$ cat config.mk
export PLATFORM = sky130hd
export DESIGN_NAME = capture_bank_scheduler
export DESIGN_NICKNAME = d
export VERILOG_FILES = /design/src/rtl/capture_bank_pkg.sv /design/src/rtl/capture_bank_wr_mux.sv /design/src/rtl/capture_bank_scheduler.sv
export SDC_FILE = /design/constraint.sdc
export NUM_CORES = 1
export LEC_CHECK = 0
export ABC_AREA = 1
export BUFFER_PORTS_ARGS = -buffer_cell sky130_fd_sc_hd__buf_2
export CELL_PAD_IN_SITES_DETAIL_PLACEMENT = 2
export CELL_PAD_IN_SITES_GLOBAL_PLACEMENT = 2
export CORE_ASPECT_RATIO = 0.75
export CORE_MARGIN = 5
export CORE_UTILIZATION = 28
export DETAILED_ROUTE_END_ITERATION = 10
export GPL_TIMING_DRIVEN = 0
export HOLD_SLACK_MARGIN = 0.06
export PLACE_DENSITY = 0.74
export SYNTH_ARGS = -nofsm -noshare
export SYNTH_HDL_FRONTEND = slang
export SYNTH_SLANG_ARGS = --single-unit
$ cat constraint.sdc
create_clock -name alg_clk -period 2.2 [get_ports alg_clk]
set_input_delay 0.44 -clock alg_clk [delete_from_list [all_inputs] [get_ports alg_clk]]
set_output_delay 0.44 -clock alg_clk [all_outputs]
set_load 0.02 [all_outputs]
$ cat src/rtl/capture_bank_pkg.sv
// Shared types and defaults for the capture bank ping-pong scheduler.
// Latency: n/a (types and constants only).
// Backpressure: n/a.
package capture_bank_pkg;

  localparam int CB_ADDR_W = 9;
  localparam int CB_DAT_W  = 16;

  // Index of one of the two capture RAM banks.
  typedef logic bank_idx_t;

  typedef enum logic [1:0] {
    FILL = 2'd0,
    HOLD = 2'd1,
    SWAP = 2'd2,
    ARM  = 2'd3
  } cb_state_t;

endpackage

$ cat src/rtl/capture_bank_wr_mux.sv
// Registered capture write path: bank write-enable decode, frame max-address tracker, dropped-write counter.
// Latency: 1 cycle from wr_vld to bank_we / bank_waddr / bank_wdat.
// Backpressure: none; writes seen while drop is high are discarded and counted in ovf_cnt (saturating).
//
// Ports:
//   clk, rst_n            clock, asynchronous active-low reset
//   wr_dat/wr_addr/wr_vld capture write request
//   wr_bank               bank currently being filled
//   drop                  discard this cycle's write (counted)
//   viol                  protocol violation event (counted)
//   clr_max               restart max-address tracking for a new frame
//   bank_we/waddr/wdat    registered RAM write port
//   max_addr              largest address accepted this frame
//   ovf_cnt               saturating count of drops + violations
module capture_bank_wr_mux
  import capture_bank_pkg::*;
#(
  parameter int ADDR_W = CB_ADDR_W,
  parameter int DAT_W  = CB_DAT_W,
  parameter int OVF_W  = 16
) (
  input  logic              clk,
  input  logic              rst_n,
  input  logic [DAT_W-1:0]  wr_dat,
  input  logic [ADDR_W-1:0] wr_addr,
  input  logic              wr_vld,
  input  bank_idx_t         wr_bank,
  input  logic              drop,
  input  logic              viol,
  input  logic              clr_max,
  output logic [1:0]        bank_we,
  output logic [ADDR_W-1:0] bank_waddr,
  output logic [DAT_W-1:0]  bank_wdat,
  output logic [ADDR_W-1:0] max_addr,
  output logic [OVF_W-1:0]  ovf_cnt
);

  logic              wr_ok;
  logic [1:0]        ovf_inc;
  logic [OVF_W+1:0]  ovf_sum;
  logic [OVF_W-1:0]  ovf_nxt;

  assign wr_ok   = wr_vld & ~drop;
  // A dropped write and a violation can land in the same cycle; count both.
  assign ovf_inc = {1'b0, wr_vld & drop} + {1'b0, viol};
  assign ovf_sum = {2'b00, ovf_cnt} + {{OVF_W{1'b0}}, ovf_inc};
  assign ovf_nxt = (ovf_sum[OVF_W+1:OVF_W] != 2'b00) ? {OVF_W{1'b1}} : ovf_sum[OVF_W-1:0];

  always_ff @(posedge clk or negedge rst_n) begin
    if (!rst_n) begin
      bank_we    <= 2'b00;
      bank_waddr <= '0;
      bank_wdat  <= '0;
      max_addr   <= '0;
      ovf_cnt    <= '0;
    end else begin
      bank_we    <= wr_ok ? (wr_bank ? 2'b10 : 2'b01) : 2'b00;
      bank_waddr <= wr_addr;
      bank_wdat  <= wr_dat;
      ovf_cnt    <= ovf_nxt;
      if (clr_max) begin
        max_addr <= '0;
      end else if (wr_ok && (wr_addr > max_addr)) begin
        max_addr <= wr_addr;
      end
    end
  end

endmodule

$ cat src/rtl/capture_bank_scheduler.sv
// Ping-pong scheduler handing filled capture banks to the phase-search engine and re-arming capture.
// Latency: writes 1 cycle; search_start 1 cycle after swap; refresh_align HOLDOFF cycles after search_start.
// Backpressure: while both banks are occupied capture is held off (no refresh_align) and writes are dropped/counted.
//
// Optional feature macro: CAPTURE_BANK_SEARCH_TIMEOUT_EN adds a search watchdog and the sticky search_timeout output.
//
// Ports:
//   alg_clk, alg_rst_n          clock, asynchronous active-low reset
//   cap_ram_dat/addr/wr_valid   capture write request
//   cap_done                    capture succeeded pulse
//   refresh_align               re-arm pulse to capture
//   bank_we/bank_waddr/wdat     registered RAM write port (bit0 = bank0)
//   search_start/bank/frame_len frame handover to search engine
//   search_done                 search engine releases its bank
//   ovf_cnt                     saturating dropped-write / violation count
//   busy                        search engine owns a bank
module capture_bank_scheduler
  import capture_bank_pkg::*;
#(
  parameter int ADDR_W  = CB_ADDR_W,
  parameter int DAT_W   = CB_DAT_W,
  parameter int OVF_W   = 16,
  parameter int HOLDOFF = 4
`ifdef CAPTURE_BANK_SEARCH_TIMEOUT_EN
  , parameter int TIMEOUT_CYCLES = 1000000
`endif
) (
  input  logic              alg_clk,
  input  logic              alg_rst_n,
  input  logic [DAT_W-1:0]  cap_ram_dat,
  input  logic [ADDR_W-1:0] cap_ram_addr,
  input  logic              cap_ram_wr_valid,
  input  logic              cap_done,
  output logic              refresh_align,
  output logic [1:0]        bank_we,
  output logic [ADDR_W-1:0] bank_waddr,
  output logic [DAT_W-1:0]  bank_wdat,
  output logic              search_start,
  output logic              search_bank,
  output logic [ADDR_W:0]   frame_len,
  input  logic              search_done,
  output logic [OVF_W-1:0]  ovf_cnt,
  output logic              busy
`ifdef CAPTURE_BANK_SEARCH_TIMEOUT_EN
  , output logic            search_timeout
`endif
);

  cb_state_t         state_q, state_d;
  bank_idx_t         wr_bank_q;
  logic [3:0]        hold_cnt_q;
  logic [ADDR_W-1:0] max_addr;
  logic              timeout_hit;
  logic              busy_rel;
  logic              busy_eff;
  logic              drop;
  logic              viol;
  logic              in_swap;

`ifdef CAPTURE_BANK_SEARCH_TIMEOUT_EN
  logic [19:0] wd_q;

  // Busy for exactly TIMEOUT_CYCLES cycles before the watchdog releases it.
  assign timeout_hit = busy && (wd_q == 20'(TIMEOUT_CYCLES - 1));

  always_ff @(posedge alg_clk or negedge alg_rst_n) begin
    if (!alg_rst_n) begin
      wd_q           <= '0;
      search_timeout <= 1'b0;
    end else begin
      if (!busy || timeout_hit) begin
        wd_q <= '0;
      end else begin
        wd_q <= wd_q + 20'd1;
      end
      if (timeout_hit) begin
        search_timeout <= 1'b1;
      end
    end
  end
`else
  assign timeout_hit = 1'b0;
`endif

  // A release arriving in the same cycle as cap_done counts as "not busy".
  assign busy_rel = search_done | timeout_hit;
  assign busy_eff = busy & ~busy_rel;
  assign in_swap  = (state_q == SWAP);
  assign drop     = (state_q == HOLD);
  assign viol     = cap_done & ((state_q == SWAP) | (state_q == ARM));

  always_comb begin
    state_d       = state_q;
    refresh_align = 1'b0;
    case (state_q)
      FILL: begin
        if (cap_done) begin
          state_d = busy_eff ? HOLD : SWAP;
        end
      end
      HOLD: begin
        if (!busy_eff) begin
          state_d = SWAP;
        end
      end
      SWAP: begin
        state_d = ARM;
      end
      ARM: begin
        if (hold_cnt_q == 4'd0) begin
          refresh_align = 1'b1;
          state_d       = FILL;
        end
      end
      default: begin
        state_d = FILL;
      end
    endcase
  end

  always_ff @(posedge alg_clk or negedge alg_rst_n) begin
    if (!alg_rst_n) begin
      state_q      <= FILL;
      wr_bank_q    <= 1'b0;
      hold_cnt_q   <= 4'd0;
      search_start <= 1'b0;
      search_bank  <= 1'b0;
      frame_len    <= '0;
      busy         <= 1'b0;
    end else begin
      state_q      <= state_d;
      search_start <= in_swap;
      if (in_swap) begin
        search_bank <= wr_bank_q;
        wr_bank_q   <= ~wr_bank_q;
        frame_len   <= {1'b0, max_addr} + (ADDR_W+1)'(1);
        hold_cnt_q  <= 4'(HOLDOFF);
        busy        <= 1'b1;
      end else begin
        if (busy_rel) begin
          busy <= 1'b0;
        end
        if ((state_q == ARM) && (hold_cnt_q != 4'd0)) begin
          hold_cnt_q <= hold_cnt_q - 4'd1;
        end
      end
    end
  end

  capture_bank_wr_mux #(
    .ADDR_W (ADDR_W),
    .DAT_W  (DAT_W),
    .OVF_W  (OVF_W)
  ) u_wr_mux (
    .clk        (alg_clk),
    .rst_n      (alg_rst_n),
    .wr_dat     (cap_ram_dat),
    .wr_addr    (cap_ram_addr),
    .wr_vld     (cap_ram_wr_valid),
    .wr_bank    (wr_bank_q),
    .drop       (drop),
    .viol       (viol),
    .clr_max    (in_swap),
    .bank_we    (bank_we),
    .bank_waddr (bank_waddr),
    .bank_wdat  (bank_wdat),
    .max_addr   (max_addr),
    .ovf_cnt    (ovf_cnt)
  );

endmodule

==> impl_metrics.py, run 1 <==
metrics = {
    "final_layout": {
        "mostFrequentLayoutCells": "85 x buf_2, 71 x nand2_1, 70 x dfrtp_1",
        "num_antenna_cells": 0,
        "layout-drive-gt1-share_pct": 31.8,
        "fin_nets": 488,
        "area_growth_pct": 35.6,
        "layout_commonest_cell": "buf_2",
        "design_area_um2": 4320,
    },
    "logic_synthesis": {
        "ys_seq_area_share_pct": 56.6,
        "synthAdderAreaFrac_pct": 7.31,
        "synth_xor_area_share_pct": 1.65,
        "synth_edf_count": 0,
        "synth_compound_area_share_pct": 5.34,
        "synth_top_family_by_area": "simple AND/OR/NAND/NOR gates",
        "synthDistinctLibCells": 32,
        "syn_area_per_cell_um2": 9.60,
        "syn-instance-count": 332,
        "ys_warn_count": 0,
        "synthFlopType": "dfrtp_1",
        "synthSimpleGateAreaFrac_pct": 23.4,
        "synthMuxAreaShare_pct": 0,
        "async_reset_ff_share_pct": 100,
        "netlist_area_um2": 3190,
        "synth-seq-cells": 72,
        "syn_nets": 380,
    },
    "worst_setup_path": {
        "worst_ep_arrival_time_ps": 2390,
        "r2r_cells": 11,
        "cpPeakStageDelay_ps": 430,
        "cp_num_buf_inv": 2,
        "crit_family": "adder cells",
        "worstSetupPathType": "flop to flop",
        "cp_common_cell": "nand3_4",
        "cpMaxStageDelayCell": "dfrtp_2",
        "cp_num_cells": 11,
        "crit_path_end_kind": "flop",
        "path_cells": "buf_6 > ha_4 > o21a_1 > fa_2 > ha_4 > nand3_4 > nor3_4 > nand3_4 > clkinv_4 > nand3_4 > nand3_2",
        "cp.required_ps": 2400,
        "path_max_fanout": 6,
        "start_kind": "flop",
    },
    "sta": {
        "period_needed_ps": 2190,
        "finalMaxSlewViolations": 0,
        "setup-violations-final": 0,
        "slew_headroom_pct": 54.4,
        "finalCritPeriodShare_pct": 99.4,
        "fmax_ghz": 0.457,
        "worstMarginPinSlew_ps": 684,
        "rsz0062_at_grt": "true",
        "finClkSkew_ps": 6.23,
        "tns_ps": 0,
        "finalHoldViolations": 0,
    },
    "global_routing": {
        "grt_max_degree": 55,
        "track_usage_pct": 14.6,
        "grt_pass1_wl_mm": 15.8,
        "grt_antenna_before_repair": 0,
        "grt_pass1_vias": 3070,
        "overflow": 0,
    },
    "hold_path": {
        "hp-class": "input pin to flop",
        "hold_depth": 1,
    },
    "floorplanning": {
        "start_util_pct": 28.9,
        "dieArea_um2": 13600,
        "fp.coreArea_um2": 11000,
        "die_w_um": 133,
        "die_h_um": 102,
        "io_pins": 87,
        "rows": 33,
    },
    "pwr": {
        "power_frac_seq_pct": 36.0,
        "p_total_uw": 5620,
        "internal-power_uw": 3330,
        "swShare_pct": 40.7,
        "powerDensity_nw_per_um2": 1300,
        "p_leak_uw": 0.00222,
        "peakVddDrop_uv": 544,
        "clock_power_share_pct": 26.0,
        "power_frac_comb_pct": 38.0,
        "power.net_switching_uw": 2290,
    },
    "placed_design": {
        "hpwl_mm": 7.33,
        "portBuffers": 86,
        "placed_area_um2": 3840,
        "gp_congestion": 0.801,
    },
    "clock_tree": {
        "cts_inserted_buffers": 9,
        "cts_buffer_depth": 2,
        "clk_latency_ps": 330,
        "cts_sinks": 72,
        "htree_levels": 3,
        "ctsRootBufferMaster": "clkbuf_16",
        "tritoncts": "built",
        "path_clk_slew_ps": 60,
    },
    "job": {
        "maxCapViolCount": 0,
    },
    "outcome": {
        "status": "completed",
    },
    "routing": {
        "ant_nets": 0,
        "drc": 0,
        "vias": 2802,
        "drt-pass1-iter-count": 4,
        "drt-vias-per-instance": 4.80,
        "first_iter_violations": 88,
        "wl_mm": 9.83,
        "wl_per_cell_um": 16.8,
    },
}
[cells by family (layout without fill, tap and decap cells)]
group,after synthesis,count (layout)
AOI/OAI and AO/OA,31,31
xor gates and xnor gates,6,6
adders and majority gates,18,18
buffers and inverters,48,159
DFF,72,72
and+or+nand+nor,157,158
[worst paths after layout]
kind	startpoint	end	slack, ps
max	state_q[1]	u_wr_mux.ovf_cnt[13]	10
min	cap_ram_dat[0]	u_wr_mux.bank_wdat[0]	220
max reg2reg	state_q[1]	u_wr_mux.ovf_cnt[13]	10
min reg2reg	frame_len[3]	frame_len[3]	480
max in group asynchronous	alg_rst_n	u_wr_mux.max_addr[8]	1110
min in group asynchronous	alg_rst_n	u_wr_mux.ovf_cnt[4]	540
[power by group through the flow]
| stage | sequential (uW) | clock (uW) | combinational (uW) |
|---|---|---|---|
| floorplan | 2200 | 0 | 1070 |
| global placement | 2010 | 0 | 1910 |
| detailed placement | 2030 | 0 | 2030 |
| CTS | 2020 | 1510 | 2020 |
| global route | 2080 | 1570 | 2410 |
| finish | 2020 | 1460 | 2130 |
[final cells by class]
| class | count | area (um^2) |
|---|---|---|
| plain buffers | 3 | 11.3 |
| flip-flops and latches | 72 | 1800 |
| repair buffers | 97 | 546 |
| clock buffers | 10 | 239 |
| inverters | 44 | 173 |
| well taps | 140 | 175 |
| fillers | 1222 | 6700 |
| multi-input cells | 213 | 1320 |
| clock inverters | 5 | 57.6 |
[state kept, by name, indices dropped and copies added, names as in the netlist]
register / count
u_wr_mux.bank_wdat: 16
u_wr_mux.ovf_cnt: 16
frame_len: 10
u_wr_mux.bank_waddr: 9
u_wr_mux.max_addr: 9
hold_cnt_q: 4
state_q: 2
u_wr_mux.bank_we: 2
busy: 1
search_bank: 1
search_start: 1
wr_bank_q: 1
[synth_stat cells (3+ instances only)]
master     n  share of area [%]
a21oi_1    8                1.3
clkbuf_1   4               0.47
dfrtp_1   72                 57
ha_1      17                6.7
inv_1     41                4.8
nand2_1   72                8.5
nand3_1   31                4.9
nand3_2    5                1.6
nand4_1   14                2.7
nor2_1    22                2.6
nor3_1     3               0.47
o21ai_0   17                2.7
or2_1      3               0.59
xor2_1     5                1.4
[worst register-to-register path: cells and delay by family, from the launching register on]
kind,cells,cell delay [ps]
compound gates,1,180
flops,1,430
fa+ha+maj,3,740
buf+inv,2,220
simple gates,5,500
[layer usage]
| metal | global-route usage (%) | vias to the layer above | wire (um) |
|---|---|---|---|
| met4 | 3.72 | 0 | 109 |
| met1 | 18.2 | 1422 | 4390 |
| met2 | 25.4 | 60 | 4840 |
| met3 | 4.18 | 9 | 486 |
| li1 | - | 1311 | - |
| met5 | 0 | - | 0 |
[metrics by stage]
step / hold slack [ps] / setup slack, ps / std cells / utilization (%)
2_1_floorplan: 144 / 19.7 / 332 / -
3_3_place_gp: 464 / -384 / 558 / 34.6
3_5_place_dp: 352 / -502 / 559 / 34.9
4_1_cts: 205 / 3.21 / 577 / 38.0
5_1_grt: 205 / -96.6 / 584 / 39.2
6_report: 217 / 12.5 / 584 / 39.2
[timing repair]
item                                    in CTS  in global routing
pin swaps                                    2                  9
endpoints found under the hold margin       18                  0
endpoints found under the setup margin      16                 16
gates cloned                                 1                  0
hold buffers                                 1                  0
buffers inserted                             2                  7
gates resized for setup                      7                 18
Power figures use the tool's default switching activity.
==> run 2, diff against run 1 <==
Clock period 2.2 ns to 2 ns, I/O delays scaled along.
==> impl_metrics.py, run 2 (synthesis gave the netlist of run 1 again) <==
metrics = {
    "routing": {
        "drt-pass1-iter-count": 4,
        "drc": 0,
        "vias": 2794,
        "first_iter_violations": 124,
        "wl_mm": 10.2,
        "wl_per_cell_um": 17.3,
        "ant_nets": 0,
        "drt-vias-per-instance": 4.73,
    },
    "clock_tree": {
        "cts_inserted_buffers": 9,
        "path_clk_slew_ps": 60,
        "htree_levels": 3,
        "clk_latency_ps": 340,
        "tritoncts": "built",
        "ctsRootBufferMaster": "clkbuf_16",
        "cts_sinks": 72,
        "cts_buffer_depth": 2,
    },
    "sta": {
        "finalCritPeriodShare_pct": 111,
        "fmax_ghz": 0.452,
        "finalHoldViolations": 0,
        "setup-violations-final": 16,
        "worstMarginPinSlew_ps": 502,
        "slew_headroom_pct": 66.4,
        "finClkSkew_ps": 8.81,
        "period_needed_ps": 2210,
        "rsz0062_at_grt": "true",
        "finalMaxSlewViolations": 0,
        "whs_ps": 167,
        "layout_setup_ws_ps": -212,
    },
    "outcome": {
        "violations": "negative setup slack",
        "status": "finished, violations left",
    },
    "final_layout": {
        "layout-drive-gt1-share_pct": 35.9,
        "area_growth_pct": 39.1,
        "mostFrequentLayoutCells": "86 x buf_2, 71 x dfrtp_1, 67 x nand2_1",
        "n_fill_cell": 1196,
        "final_util_pct": 40.2,
        "design_area_um2": 4430,
        "layout_commonest_cell": "buf_2",
        "final_cells": 591,
        "fin_nets": 494,
        "largestRegisters": "u_wr_mux.bank_wdat: 16 flops, u_wr_mux.ovf_cnt: 16 flops, frame_len: 10 flops",
        "num_antenna_cells": 0,
    },
    "floorplanning": {
        "die_w_um": 133,
        "die_h_um": 102,
        "io_pins": 87,
        "fp.coreArea_um2": 11000,
        "dieArea_um2": 13600,
        "start_util_pct": 28.9,
        "rows": 33,
    },
    "global_routing": {
        "grt_pass1_vias": 3118,
        "grt_pass1_wl_mm": 16.8,
        "grt_antenna_before_repair": 0,
        "track_usage_pct": 15.9,
        "grt_max_degree": 52,
        "overflow": 0,
    },
    "worst_setup_path": {
        "cpMaxStageDelayCell": "dfrtp_1",
        "cp_common_cell": "nand3_4",
        "path_cells": "buf_6 > ha_4 > o21a_1 > fa_2 > ha_4 > nand3_4 > nor3_4 > nand3_4 > clkinv_4 > nand3_4 > nand3_2",
        "cpPeakStageDelay_ps": 420,
        "crit_path_end_kind": "flop",
        "worstSetupPathType": "flop to flop",
        "worst_ep_arrival_time_ps": 2410,
        "path_max_fanout": 6,
        "start_kind": "flop",
        "cp.required_ps": 2200,
    },
    "pwr": {
        "p_leak_uw": 0.00228,
        "peakVddDrop_uv": 547,
        "p_total_uw": 6390,
        "powerDensity_nw_per_um2": 1440,
    },
    "placed_design": {
        "hpwl_mm": 7.33,
        "placed_area_um2": 3890,
        "numPlacedInstances": 559,
        "portBuffers": 86,
        "gp_congestion": 0.790,
    },
    "job": {
        "maxCapViolCount": 0,
    },
    "hold_path": {
        "hp-class": "input pin to flop",
    },
}
==> run 2: changes by cell type in the layout (fill, tap and decap cells not counted), moves of 4 or more <==
cell / change
buf_4: +5
nand2_1: -4
nor2_1: -4
nor2_2: +4
==> run 2: per-layer routing <==
metal	wire (um)	vias up	track usage, %
met2	4890	66	26.6
met4	119	0	4.58
met1	4680	1398	20.3
met5	0	-	0
li1	-	1321	-
met3	549	9	4.48
==> run 2: final timing paths <==
kind	to	cells past startpoint	slack (ps)	start
min in group asynchronous	u_wr_mux.ovf_cnt[8]	2	510	alg_rst_n
worst min register to register	frame_len[1]	2	470	frame_len[1]
max in group asynchronous	state_q[1]	3	910	alg_rst_n
worst max-delay path	u_wr_mux.ovf_cnt[13]	11	-210	state_q[0]
worst max register to register	u_wr_mux.ovf_cnt[13]	11	-210	state_q[0]
worst min-delay path	u_wr_mux.bank_wdat[6]	1	170	cap_ram_dat[6]
==> run 2: repair_timing <==
item	4_1_cts	5_1_grt
hold endpoints to repair	21	0
hold buffers	1	0
pin swaps	8	8
endpoints found under the setup margin	17	37
buffers inserted	11	4
cloned	1	0
gates resized for setup	21	16
==> run 2: power breakdown <==
part | internal [uW] | switching, uW | total, uW
clock | 979 | 669 | 1650
combinational | 889 | 1600 | 2490
sequential | 1840 | 405 | 2250
total | 3710 | 2680 | 6390
==> run 2: worst max-delay path: cells and delay by family, from the launching register on <==
| family | cells | cell delay, ps |
|---|---|---|
| AOI/OAI and AO/OA | 1 | 180 |
| DFF | 1 | 420 |
| and+or+nand+nor | 5 | 530 |
| adders and majority gates | 3 | 730 |
| buffers and inverters | 2 | 240 |
==> run 2: through the flow <==
stage          worst slack [ps]  setup TNS (ps)
6_report                   -212           -2710
5_1_grt                    -300           -4230
4_1_cts                    -171           -2200
3_5_place_dp               -509           -7600
3_3_place_gp               -453           -6850
2_1_floorplan              -116           -1590
==> run 2: layout make-up <==
class                           instances  area (um^2)  area share [%]
Multi-Input combinational cell        213         1370            30.9
Inverter                               44          170            3.84
Timing Repair Buffer                  103          594            13.4
Clock inverter                          7         78.8            1.78
Clock buffer                            9          225            5.08
Buffer                                  3         15.0           0.339
Sequential cell                        72         1800            40.7
Tap cell                              140          175            3.95
